## src/rtl/lsu_writeback_pkg.sv

```systemverilog
// -----------------------------------------------------------------------------
// lsu_writeback_pkg
// Shared definitions for the load/store + writeback stage:
//   - op kind codes carried on in_kind
//   - RV32I load/store funct3 encodings
//   - FSM state encoding of lsu_writeback
//   - access-size misalignment helper
// -----------------------------------------------------------------------------
package lsu_writeback_pkg;

    typedef enum logic [1:0] {
        KIND_ALU   = 2'b00,
        KIND_LOAD  = 2'b01,
        KIND_STORE = 2'b10,
        KIND_RSVD  = 2'b11
    } kind_e;

    // RV32I funct3 encodings; bits [1:0] give log2 of the access size,
    // bit 2 selects zero-extension on loads.
    localparam logic [2:0] F3_B  = 3'b000;
    localparam logic [2:0] F3_H  = 3'b001;
    localparam logic [2:0] F3_W  = 3'b010;
    localparam logic [2:0] F3_BU = 3'b100;
    localparam logic [2:0] F3_HU = 3'b101;

    typedef enum logic [2:0] {
        ST_IDLE = 3'd0,
        ST_REQ  = 3'd1,
        ST_WAIT = 3'd2,
        ST_WB   = 3'd3,
        ST_ERR  = 3'd4
    } state_e;

    // Misaligned when the byte offset is not a multiple of the access size.
    function automatic logic is_misaligned(input logic [2:0] f3, input logic [1:0] addr_lo);
        logic mis;
        case (f3[1:0])
            2'b01:   mis = addr_lo[0];
            2'b10:   mis = (addr_lo != 2'b00);
            default: mis = 1'b0;
        endcase
        return mis;
    endfunction

endpackage

```

## src/rtl/lsu_writeback_align.sv

```systemverilog
// -----------------------------------------------------------------------------
// lsu_writeback_align
// Purely combinational data-path helper for lsu_writeback.
//   Decode side (driven from the incoming op):
//     i_kind, i_funct3, i_addr_lo, i_sdata -> o_bad (misaligned or illegal),
//     o_wstrb / o_wdata (store byte enables and lane-replicated store data)
//   Load side (driven from the captured op):
//     i_ld_funct3, i_ld_addr_lo, i_rdata -> o_ld_data (lane extracted, extended)
// -----------------------------------------------------------------------------
module lsu_writeback_align
    import lsu_writeback_pkg::*;
(
    input  logic [1:0]  i_kind,
    input  logic [2:0]  i_funct3,
    input  logic [1:0]  i_addr_lo,
    input  logic [31:0] i_sdata,
    input  logic [2:0]  i_ld_funct3,
    input  logic [1:0]  i_ld_addr_lo,
    input  logic [31:0] i_rdata,
    output logic        o_bad,
    output logic [3:0]  o_wstrb,
    output logic [31:0] o_wdata,
    output logic [31:0] o_ld_data
);

    logic       w_illegal;
    logic       w_misaligned;
    logic [7:0]  w_byte;
    logic [15:0] w_half;

    // Illegal kind / funct3 detection
    always_comb begin
        w_illegal = 1'b0;
        case (i_kind)
            KIND_ALU: begin
                w_illegal = 1'b0;
            end
            KIND_LOAD: begin
                case (i_funct3)
                    F3_B, F3_H, F3_W, F3_BU, F3_HU: w_illegal = 1'b0;
                    default:                        w_illegal = 1'b1;
                endcase
            end
            KIND_STORE: begin
                case (i_funct3)
                    F3_B, F3_H, F3_W: w_illegal = 1'b0;
                    default:          w_illegal = 1'b1;
                endcase
            end
            default: begin
                w_illegal = 1'b1;
            end
        endcase
    end

    // Misalignment only matters for memory ops
    always_comb begin
        w_misaligned = 1'b0;
        if ((i_kind == KIND_LOAD) || (i_kind == KIND_STORE)) begin
            w_misaligned = is_misaligned(i_funct3, i_addr_lo);
        end else begin
            w_misaligned = 1'b0;
        end
    end

    assign o_bad = w_illegal | w_misaligned;

    // Store byte enables and lane replication
    always_comb begin
        o_wstrb = 4'b0000;
        o_wdata = 32'h0000_0000;
        case (i_funct3[1:0])
            2'b00: begin
                o_wstrb = 4'b0001 << i_addr_lo;
                o_wdata = {4{i_sdata[7:0]}};
            end
            2'b01: begin
                o_wstrb = i_addr_lo[1] ? 4'b1100 : 4'b0011;
                o_wdata = {2{i_sdata[15:0]}};
            end
            default: begin
                o_wstrb = 4'b1111;
                o_wdata = i_sdata;
            end
        endcase
    end

    // Byte / halfword lane selection for loads
    always_comb begin
        w_byte = 8'h00;
        case (i_ld_addr_lo)
            2'b00:   w_byte = i_rdata[7:0];
            2'b01:   w_byte = i_rdata[15:8];
            2'b10:   w_byte = i_rdata[23:16];
            default: w_byte = i_rdata[31:24];
        endcase
        w_half = i_ld_addr_lo[1] ? i_rdata[31:16] : i_rdata[15:0];
    end

    // Load sign / zero extension
    always_comb begin
        o_ld_data = 32'h0000_0000;
        case (i_ld_funct3)
            F3_B:    o_ld_data = {{24{w_byte[7]}}, w_byte};
            F3_BU:   o_ld_data = {24'h00_0000, w_byte};
            F3_H:    o_ld_data = {{16{w_half[15]}}, w_half};
            F3_HU:   o_ld_data = {16'h0000, w_half};
            default: o_ld_data = i_rdata;
        endcase
    end

endmodule

```

## src/rtl/lsu_writeback.sv

```systemverilog
// -----------------------------------------------------------------------------
// lsu_writeback
// Load/store + writeback stage feeding the register file write port.
// Takes one executed op at a time (ALU result, load or store), runs the
// data-memory request/grant/rvalid handshake, aligns and extends load data,
// and drives a registered register-file write that is stable for a whole
// cycle (the register file writes on the negedge).
//
// Ports
//   clk, reset                 clock, asynchronous active-high reset
//   in_valid/in_ready          upstream handshake; ready only in IDLE
//   in_kind/in_funct3          op kind (ALU/LOAD/STORE/rsvd) and RV32I funct3
//   in_addr/in_data/in_rd      byte address, ALU result or store data, dest reg
//   mem_req/mem_we/mem_addr    memory request, held until mem_gnt
//   mem_wdata/mem_wstrb        replicated store data and byte enables
//   mem_gnt/mem_rvalid/mem_rdata  memory grant, load data valid, load data
//   rf_should_write/rf_write_addr/rf_write_data  register file write
//   err                        one-cycle pulse: misaligned, illegal or timeout
// -----------------------------------------------------------------------------
module lsu_writeback
    import lsu_writeback_pkg::*;
#(
    parameter int unsigned TIMEOUT_CYCLES = 255,
    parameter int unsigned CNT_W          = 8
) (
    input  logic        clk,
    input  logic        reset,
    input  logic        in_valid,
    output logic        in_ready,
    input  logic [1:0]  in_kind,
    input  logic [2:0]  in_funct3,
    input  logic [31:0] in_addr,
    input  logic [31:0] in_data,
    input  logic [4:0]  in_rd,
    output logic        mem_req,
    output logic        mem_we,
    output logic [31:0] mem_addr,
    output logic [31:0] mem_wdata,
    output logic [3:0]  mem_wstrb,
    input  logic        mem_gnt,
    input  logic        mem_rvalid,
    input  logic [31:0] mem_rdata,
    output logic        rf_should_write,
    output logic [4:0]  rf_write_addr,
    output logic [31:0] rf_write_data,
    output logic        err
);

    localparam logic [CNT_W-1:0] CNT_LAST = CNT_W'(TIMEOUT_CYCLES - 1);

    state_e      r_state;
    state_e      w_state_nx;

    logic        r_mem_req;
    logic        r_mem_we;
    logic [31:0] r_mem_addr;
    logic [31:0] r_mem_wdata;
    logic [3:0]  r_mem_wstrb;
    logic [2:0]  r_funct3;
    logic [1:0]  r_addr_lo;
    logic [4:0]  r_rd;
    logic [CNT_W-1:0] r_cnt;
    logic        r_rf_we;
    logic [4:0]  r_rf_addr;
    logic [31:0] r_rf_data;
    logic        r_err;

    logic        w_accept;
    logic        w_bad;
    logic        w_is_store;
    logic [3:0]  w_st_wstrb;
    logic [31:0] w_st_wdata;
    logic [31:0] w_ld_data;
    logic [4:0]  w_wb_rd;
    logic [31:0] w_wb_data;
    logic        w_to_wb;

    assign in_ready   = (r_state == ST_IDLE);
    assign w_accept   = in_valid & in_ready;
    assign w_is_store = (in_kind == KIND_STORE);

    lsu_writeback_align u_align (
        .i_kind       (in_kind),
        .i_funct3     (in_funct3),
        .i_addr_lo    (in_addr[1:0]),
        .i_sdata      (in_data),
        .i_ld_funct3  (r_funct3),
        .i_ld_addr_lo (r_addr_lo),
        .i_rdata      (mem_rdata),
        .o_bad        (w_bad),
        .o_wstrb      (w_st_wstrb),
        .o_wdata      (w_st_wdata),
        .o_ld_data    (w_ld_data)
    );

    // FSM state register
    always_ff @(posedge clk or posedge reset) begin
        if (reset) begin
            r_state <= ST_IDLE;
        end else begin
            r_state <= w_state_nx;
        end
    end

    // FSM next-state decode
    always_comb begin
        w_state_nx = r_state;
        case (r_state)
            ST_IDLE: begin
                if (w_accept) begin
                    if (w_bad) begin
                        w_state_nx = ST_ERR;
                    end else if (in_kind == KIND_ALU) begin
                        w_state_nx = ST_WB;
                    end else begin
                        w_state_nx = ST_REQ;
                    end
                end else begin
                    w_state_nx = ST_IDLE;
                end
            end
            ST_REQ: begin
                if (mem_gnt) begin
                    if (r_mem_we) begin
                        w_state_nx = ST_IDLE;
                    end else if (mem_rvalid) begin
                        w_state_nx = ST_WB;
                    end else begin
                        w_state_nx = ST_WAIT;
                    end
                end else begin
                    w_state_nx = ST_REQ;
                end
            end
            ST_WAIT: begin
                if (mem_rvalid) begin
                    w_state_nx = ST_WB;
                end else if (r_cnt == CNT_LAST) begin
                    w_state_nx = ST_ERR;
                end else begin
                    w_state_nx = ST_WAIT;
                end
            end
            ST_WB:   w_state_nx = ST_IDLE;
            ST_ERR:  w_state_nx = ST_IDLE;
            default: w_state_nx = ST_IDLE;
        endcase
    end

    // Writeback source: ALU result straight from the input at accept,
    // otherwise the extracted load word from the captured op
    always_comb begin
        w_to_wb   = (w_state_nx == ST_WB);
        w_wb_rd   = r_rd;
        w_wb_data = w_ld_data;
        if (r_state == ST_IDLE) begin
            w_wb_rd   = in_rd;
            w_wb_data = in_data;
        end else begin
            w_wb_rd   = r_rd;
            w_wb_data = w_ld_data;
        end
    end

    // Captured op fields needed after accept
    always_ff @(posedge clk or posedge reset) begin
        if (reset) begin
            r_funct3  <= 3'b000;
            r_addr_lo <= 2'b00;
            r_rd      <= 5'd0;
        end else if (w_accept) begin
            r_funct3  <= in_funct3;
            r_addr_lo <= in_addr[1:0];
            r_rd      <= in_rd;
        end else begin
            r_funct3  <= r_funct3;
            r_addr_lo <= r_addr_lo;
            r_rd      <= r_rd;
        end
    end

    // Memory request registers: loaded at accept, request released on grant
    always_ff @(posedge clk or posedge reset) begin
        if (reset) begin
            r_mem_req   <= 1'b0;
            r_mem_we    <= 1'b0;
            r_mem_addr  <= 32'h0000_0000;
            r_mem_wdata <= 32'h0000_0000;
            r_mem_wstrb <= 4'b0000;
        end else if (w_accept && (w_state_nx == ST_REQ)) begin
            r_mem_req   <= 1'b1;
            r_mem_we    <= w_is_store;
            r_mem_addr  <= {in_addr[31:2], 2'b00};
            r_mem_wdata <= w_is_store ? w_st_wdata : 32'h0000_0000;
            r_mem_wstrb <= w_is_store ? w_st_wstrb : 4'b0000;
        end else if ((r_state == ST_REQ) && mem_gnt) begin
            r_mem_req   <= 1'b0;
            r_mem_we    <= 1'b0;
            r_mem_addr  <= r_mem_addr;
            r_mem_wdata <= r_mem_wdata;
            r_mem_wstrb <= 4'b0000;
        end else begin
            r_mem_req   <= r_mem_req;
            r_mem_we    <= r_mem_we;
            r_mem_addr  <= r_mem_addr;
            r_mem_wdata <= r_mem_wdata;
            r_mem_wstrb <= r_mem_wstrb;
        end
    end

    // Load-response timeout counter, only runs while in WAIT
    always_ff @(posedge clk or posedge reset) begin
        if (reset) begin
            r_cnt <= '0;
        end else if ((r_state == ST_WAIT) && (w_state_nx == ST_WAIT)) begin
            r_cnt <= r_cnt + {{(CNT_W-1){1'b0}}, 1'b1};
        end else begin
            r_cnt <= '0;
        end
    end

    // Register file write: enable lives exactly for the WB state; x0 is never written
    always_ff @(posedge clk or posedge reset) begin
        if (reset) begin
            r_rf_we   <= 1'b0;
            r_rf_addr <= 5'd0;
            r_rf_data <= 32'h0000_0000;
        end else if (w_to_wb) begin
            r_rf_we   <= (w_wb_rd != 5'd0);
            r_rf_addr <= w_wb_rd;
            r_rf_data <= w_wb_data;
        end else begin
            r_rf_we   <= 1'b0;
            r_rf_addr <= r_rf_addr;
            r_rf_data <= r_rf_data;
        end
    end

    // Error pulse lives exactly for the ERR state
    always_ff @(posedge clk or posedge reset) begin
        if (reset) begin
            r_err <= 1'b0;
        end else begin
            r_err <= (w_state_nx == ST_ERR);
        end
    end

    assign mem_req         = r_mem_req;
    assign mem_we          = r_mem_we;
    assign mem_addr        = r_mem_addr;
    assign mem_wdata       = r_mem_wdata;
    assign mem_wstrb       = r_mem_wstrb;
    assign rf_should_write = r_rf_we;
    assign rf_write_addr   = r_rf_addr;
    assign rf_write_data   = r_rf_data;
    assign err             = r_err;

endmodule

```

## config.mk

```make
export PLATFORM = sky130hd
export DESIGN_NAME = lsu_writeback
export DESIGN_NICKNAME = d
export VERILOG_FILES = /design/src/rtl/lsu_writeback_pkg.sv /design/src/rtl/lsu_writeback_align.sv /design/src/rtl/lsu_writeback.sv
export SDC_FILE = /design/constraint.sdc
export NUM_CORES = 1
export LEC_CHECK = 0
export ABC_CLOCK_PERIOD_IN_PS = 5750
export CORE_MARGIN = 2
export CORE_UTILIZATION = 48
export CTS_BUF_LIST = sky130_fd_sc_hd__clkbuf_4
export CTS_CLUSTER_DIAMETER = 40
export DETAILED_ROUTE_END_ITERATION = 6
export PLACE_DENSITY = 0.95
export SLEW_MARGIN = 20
export SYNTH_ARGS = -nofsm -noshare
export SYNTH_HDL_FRONTEND = slang
export SYNTH_SLANG_ARGS = --single-unit
```

## constraint.sdc

```tcl
create_clock -name clk -period 5.75 [get_ports clk]
set_input_delay 1.15 -clock clk [delete_from_list [all_inputs] [get_ports clk]]
set_output_delay 1.15 -clock clk [all_outputs]
set_load 0.01 [all_outputs]
```

* After elaboration in Yosys (flattened, before gate mapping)
Cells that the tools add are included.
** Word-level totals
- Output and inout port bits :: 110
- Input port bits :: 111
- Register bits after elaboration :: 128
** Operators by class
- Mux-type cells :: 31
- Add/subtract/negate cells :: 1
- Eq/ne operators :: 20
- Shifts and indexed selects :: 1
- Reductions and logical operators :: 15
- Bitwise operators :: 2
** Operators with widths (number)
- $pmux 32 s4 :: 1
- $mux 32 :: 2
- $pmux 32 s2 :: 1
- $pmux 8 s3 :: 1
- $mux 16 :: 1
- $mux 4 :: 4
- $eq 3x3->1 const B :: 5
- $mux 3 :: 5
- $eq 3x1->1 const B :: 4
- $eq 3x2->1 const B :: 4
- $logic_not 3->1 :: 3
- $pmux 3 s3 :: 1
- $add 8x1->8 const B :: 1
- $eq 8x8->1 const B :: 1
- $mux 1 :: 8
- $mux 8 :: 1
- $pmux 4 s2 :: 1
- $eq 2x1->1 const B :: 3
- $eq 2x2->1 const B :: 3
- $logic_not 2->1 :: 3
- $mux 5 :: 1
- $reduce_bool 5->1 :: 1
- $reduce_or 5->1 :: 1
- $mux 2 :: 2
- other kinds (9) :: 12

* Depth between registers and ports, before layout
- Word-level depth :: 11
- Mapped depth :: 11
- Mapped depth without buffers :: 7

* Cells and area by module
From an unflattened synthesis, not the netlist that was laid out.
** Unflattened totals
- Cells, all modules :: 658
- Area total of the unflattened synthesis :: 7126.8 sq um
** Modules (own cells, without submodules)
- lsu_writeback :: cells each 438, sequential area each 3203.1 sq um, instances 1, area each 5660.4 sq um
- lsu_writeback_align :: cells each 220, sequential area each 0.0 sq um, instances 1, area each 1466.4 sq um

* Least setup slack after synthesis
No wires, ideal clock.
- Path kind :: input port to flip-flop
- Start :: in in_funct3[1]
- End :: reg r_rf_data[0] (netlist: rf_write_data[0])
- Stages :: 10
- Arrival time :: 3.045 ns
- Setup slack :: 2.578 ns
- Cells stage by stage :: inv_1 > ha_1 > buf_2 > nor2_1 > o221ai_1 > a31o_2 > and2_1 > buf_2 > buf_4 > mux2_1
** On the way
- Longest elaborated chain between the ends :: 9
- Elaborated cells on any way between the ends :: 19
** RTL lines
- start: declaration :: line lsu_writeback.sv:31 : input logic [2:0] in_funct3,
- $eq 3x3->1, or another cell as far along :: line lsu_writeback_align.sv:39 : case (i_funct3)
- $reduce_or 5->1 or $reduce_or 3->1 (tied branches) :: line lsu_writeback_align.sv:39, lsu_writeback_align.sv:45
- $mux 1 (on tied branches) :: line lsu_writeback_align.sv:39, lsu_writeback_align.sv:45
- $pmux 1 s3 :: line lsu_writeback_align.sv:34 : case (i_kind)
- $or 1x1->1 (*) :: line lsu_writeback_align.sv:66 : assign o_bad = w_illegal | w_misaligned;
- $mux 3 (*) :: line lsu_writeback.sv:111 : if (w_bad) begin
- $mux 3 (*) :: line lsu_writeback.sv:110 : if (w_accept) begin
- $pmux 3 s3 (*) :: line lsu_writeback.sv:108 : case (r_state)
- via w_state_nx[0] :: line lsu_writeback.sv:52 : state_e w_state_nx;
- $eq 3x2->1 (*) :: line lsu_writeback.sv:153 : w_to_wb = (w_state_nx == ST_WB);
- end signal: assignment :: line lsu_writeback.sv:231 : r_rf_data <= w_wb_data;
- end signal: assignment :: line lsu_writeback.sv:235 : r_rf_data <= r_rf_data;
- end: declaration :: line lsu_writeback.sv:65 : logic [31:0] r_rf_data;
Mark *: on every way through the listed nets, which the timed path passes. The rest lies on a longest branch.
A chain may end at the register's enable or synchronous reset.

* Final worst setup path
- Start :: in in_funct3[1]
- End :: reg r_mem_wdata[25] (netlist: mem_wdata[25])
** On the way
- Longest elaborated chain between the ends :: 10
- Elaborated cells on any way between the ends :: 23
** RTL lines
- $eq 3x3->1, or another cell as far along :: line lsu_writeback_align.sv:39
- $reduce_or 5->1 or $reduce_or 3->1 (tied branches) :: line lsu_writeback_align.sv:39, lsu_writeback_align.sv:45
- $mux 1 (on tied branches) :: line lsu_writeback_align.sv:39, lsu_writeback_align.sv:45
- $pmux 1 s3 :: line lsu_writeback_align.sv:34
- $or 1x1->1 :: line lsu_writeback_align.sv:66
- $mux 3 :: line lsu_writeback.sv:111
- $mux 3 :: line lsu_writeback.sv:110
- $pmux 3 s3 :: line lsu_writeback.sv:108
- $eq 3x1->1 :: line lsu_writeback.sv:190 : end else if (w_accept && (w_state_nx == ST_REQ)) begin
- $logic_and 1x1->1 :: line lsu_writeback.sv:190
- end signal: assignment :: line lsu_writeback.sv:194 : r_mem_wdata <= w_is_store ? w_st_wdata : 32'h0000_0000;
- end signal: assignment :: line lsu_writeback.sv:200 : r_mem_wdata <= r_mem_wdata;
- end signal: assignment :: line lsu_writeback.sv:206 : r_mem_wdata <= r_mem_wdata;
- end: declaration :: line lsu_writeback.sv:57 : logic [31:0] r_mem_wdata;
Parallel ways exist; a longest one is shown, timed or not.

==> results.md <==
* Root Driver: clkbuf_4
* Routed Antenna Nets at 0
* Cell row count at 42
* CTS tree: yes
* Max Cap Violations at 0
* # IOs at around 220
* Fill cell count at between 900 and 1000
* Final slew viol count at 0
* Status: complete, no violations
* CP max stage delay at 0.80 ns
* Leading area contributor after synthesis: dfrtp_1
* CTS H-Tree Depth at 4
* Die W at 121 um
* Post-Synthesis Cells at 658
* WL final at 20.4 mm
* Synth area leaders: dfrtp_1 49%, mux2_1 10%, nand2_1 5.0%, nor2_1 4.5%, a21oi_1 3.5%
* Area share of the largest cell type after synthesis at between 40% and 50%
* EDFF count, synth at 0
* PortBufs at around 220
* Critical path, cell by cell: clkdlybuf4s50_1, inv_1, ha_1, nor2_1, o221ai_1, a21oi_1, or3_4, mux2_1
* Final setup violation count at 0
* Vias at 5904
* Worst setup margin at 1.41 ns
* Antenna violations before repair at 1
* WP data arrival at 4.78 ns
* Setup Skew at 0.0204 ns
* Buffers and inverters on the worst path at 2
* Die ar. at 14700 um^2
* Worst Hold Class: reg -> reg
* CTS sink count at 128
* Period Utilization, post-route at 75.5%
* Drc violations at 0
* Endpoints failing hold at 0
* Required time of the critical path at 6.19 ns
* Top Family by Delay on Critical Path: simple AND/OR/NAND/NOR gates
* Initial Util at between 40% and 50%
* Max Root-Sink Buffers at 2
* GRT Util Overall at between 20% and 30%
* Syn_area_per_cell at 9.99 um^2
* Commonest non-fill, non-tap cell in the layout: clkdlybuf4s50_1
* Top_reg_cell synth: dfrtp_1
* First-pass GRT wire length at 32.1 mm
* CP endpoint kind: flip-flop
* Clock network latency to the later pin of the worst-skew pair at between 0.5 and 0.6 ns
* Cell area after synthesis at 6580 um^2
* Share of post-route cells with drive strength above 1 at between 7 and 8%
* CTS Buf Count at 17
* Chip height at 121 um
* Yosys warning count at 0
* DP HPWL at 15.1 mm
* Setup_tns at 0 ns
* VDD IR max at 0.329 mV
* #FFs+latches synth at 128
* Critical-path maximum fanout at 68
* Count of cell types in the netlist at 56
* Commonest cells after routing, fill and taps aside: 218 x clkdlybuf4s50_1, 128 x dfrtp_1, 88 x nand2_1, 78 x nor2_1, 59 x mux2_1
* Register area share after synthesis at between 40 and 50%
* Post-synth ARST share at 100%
* Setup WS pre-CTS at about 0.90 ns
* CP max stage cell: or3_4
* GP Congestion at 0.936
* Vias in the first global route at 6026
* Clk slew on worst S/H paths at 0.10 ns
* Vias per Instance at around 5.6
* Pwr/cell area at 511 nW/um^2
* Fmax at 230 MHz
* Reported leakage power at 4.08 nW
* Sequential cell area at 3200 um^2
* Largest net degree at the start of global routing at 69
* RSZ-0062 raised after global routing: false
* Core Area at 13300 um^2
* Total gr overflow at 0
* CP startpoint kind: input pin
* WL/cell at around 19 um
* Synthesis-to-finish area growth at 39.7%
* Post-CTS Setup Bufs at 0
* Tmin final at about 4.3 ns
* Worst slew pin tran at about 1.0 ns
* Multi-input logic area at 3080 um^2
* Resize count post-CTS at 0
* Rel. slew slack at approximately 33%
* First-pass detailed-route iteration total at 5
* Final Net Count at 979
* Crit path kind: in -> reg
* Initial drt markers at 443
* Hold_buf cts at 0
[state kept, by name, indices dropped and copies added (netlist names)]
| register | flops |
|---|---|
| r_state | 3 |
| mem_we | 1 |
| r_rd | 5 |
| r_funct3 | 3 |
| mem_wstrb | 4 |
| rf_should_write | 1 |
| mem_addr | 30 |
| mem_wdata | 32 |
| rf_write_data | 32 |
| err | 1 |
| r_addr_lo | 2 |
| r_cnt | 8 |
| rf_write_addr | 5 |
| mem_req | 1 |
[logic make-up after synthesis]
group	after synthesis	synth area share [%]
flops	128	48.7
simple gates	215	14.5
fa+ha+maj	10	1.90
buf+inv	71	4.66
mux	105	18.1
xor+xnor	6	0.799
other cells	1	0.0570
compound gates	122	11.3
[area by class of cell]
| class | count | area share (%) |
|---|---|---|
| antenna | 4 | 0.109 |
| clock buffer | 17 | 1.39 |
| clock inverter | 15 | 2.36 |
| inverter | 28 | 1.17 |
| multi-input combinational | 460 | 33.5 |
| sequential | 128 | 34.9 |
| tap | 176 | 2.40 |
| timing repair buffer | 223 | 24.2 |
[where the power goes]
part | switching [mW] | internal (mW) | leakage [nW] | total (mW)
Sequential | 0.304 | 1.31 | 1.60 | 1.62
Combinational | 1.10 | 1.23 | 2.30 | 2.33
Clock | 0.361 | 0.386 | 0.171 | 0.746
[synthesized netlist by cell type (10+ instances only)]
cell and count:
a21oi_1 46, a22o_1 11, a31oi_1 13, buf_2 11, clkbuf_1 26, dfrtp_1 128, ha_1 10, inv_1 26
mux2_1 59, mux2_2 16, mux2i_1 23, nand2_1 88, nor2_1 78, o21ai_0 28
[metal layers]
| metal | vias to the layer above | global-route usage, % | part of all wire, % |
|---|---|---|---|
| li1 | 2672 | - | - |
| met1 | 2861 | 35.9 | 40 |
| met2 | 304 | 46.5 | 48 |
| met3 | 67 | 7.85 | 8.3 |
| met4 | 0 | 14.7 | 4.4 |
| met5 | - | 0 | 0 |
[per-stage QoR]
stage               instances  total power [mW]  cell area, um^2  hold slack, ns  util (%)
floorplan                 659              2.78             6580           0.445         -
global placement         1015              3.86             8830           0.459      66.4
detailed placement       1015              3.94             8830           0.477      66.4
CTS                      1047              4.70             9180           0.505      69.0
global route             1051              4.98             9190           0.510      69.1
finish                   1051              4.69             9190           0.497      69.1
[final timing paths]
path                               from                end  slack [ns]  cells after the start
setup / recovery           in_funct3[1]      mem_wdata[25]        1.41                      8
hold / removal             mem_addr[31]       mem_addr[31]        0.50                      1
setup reg to reg           r_addr_lo[1]  rf_write_data[31]        2.67                      5
hold reg to reg            mem_addr[31]       mem_addr[31]        0.50                      1
max in group asynchronous         reset   rf_write_data[9]        3.67                      3
min in group asynchronous         reset       mem_wdata[3]        0.95                      2
No activity file was read; power rests on OpenSTA's default activity.
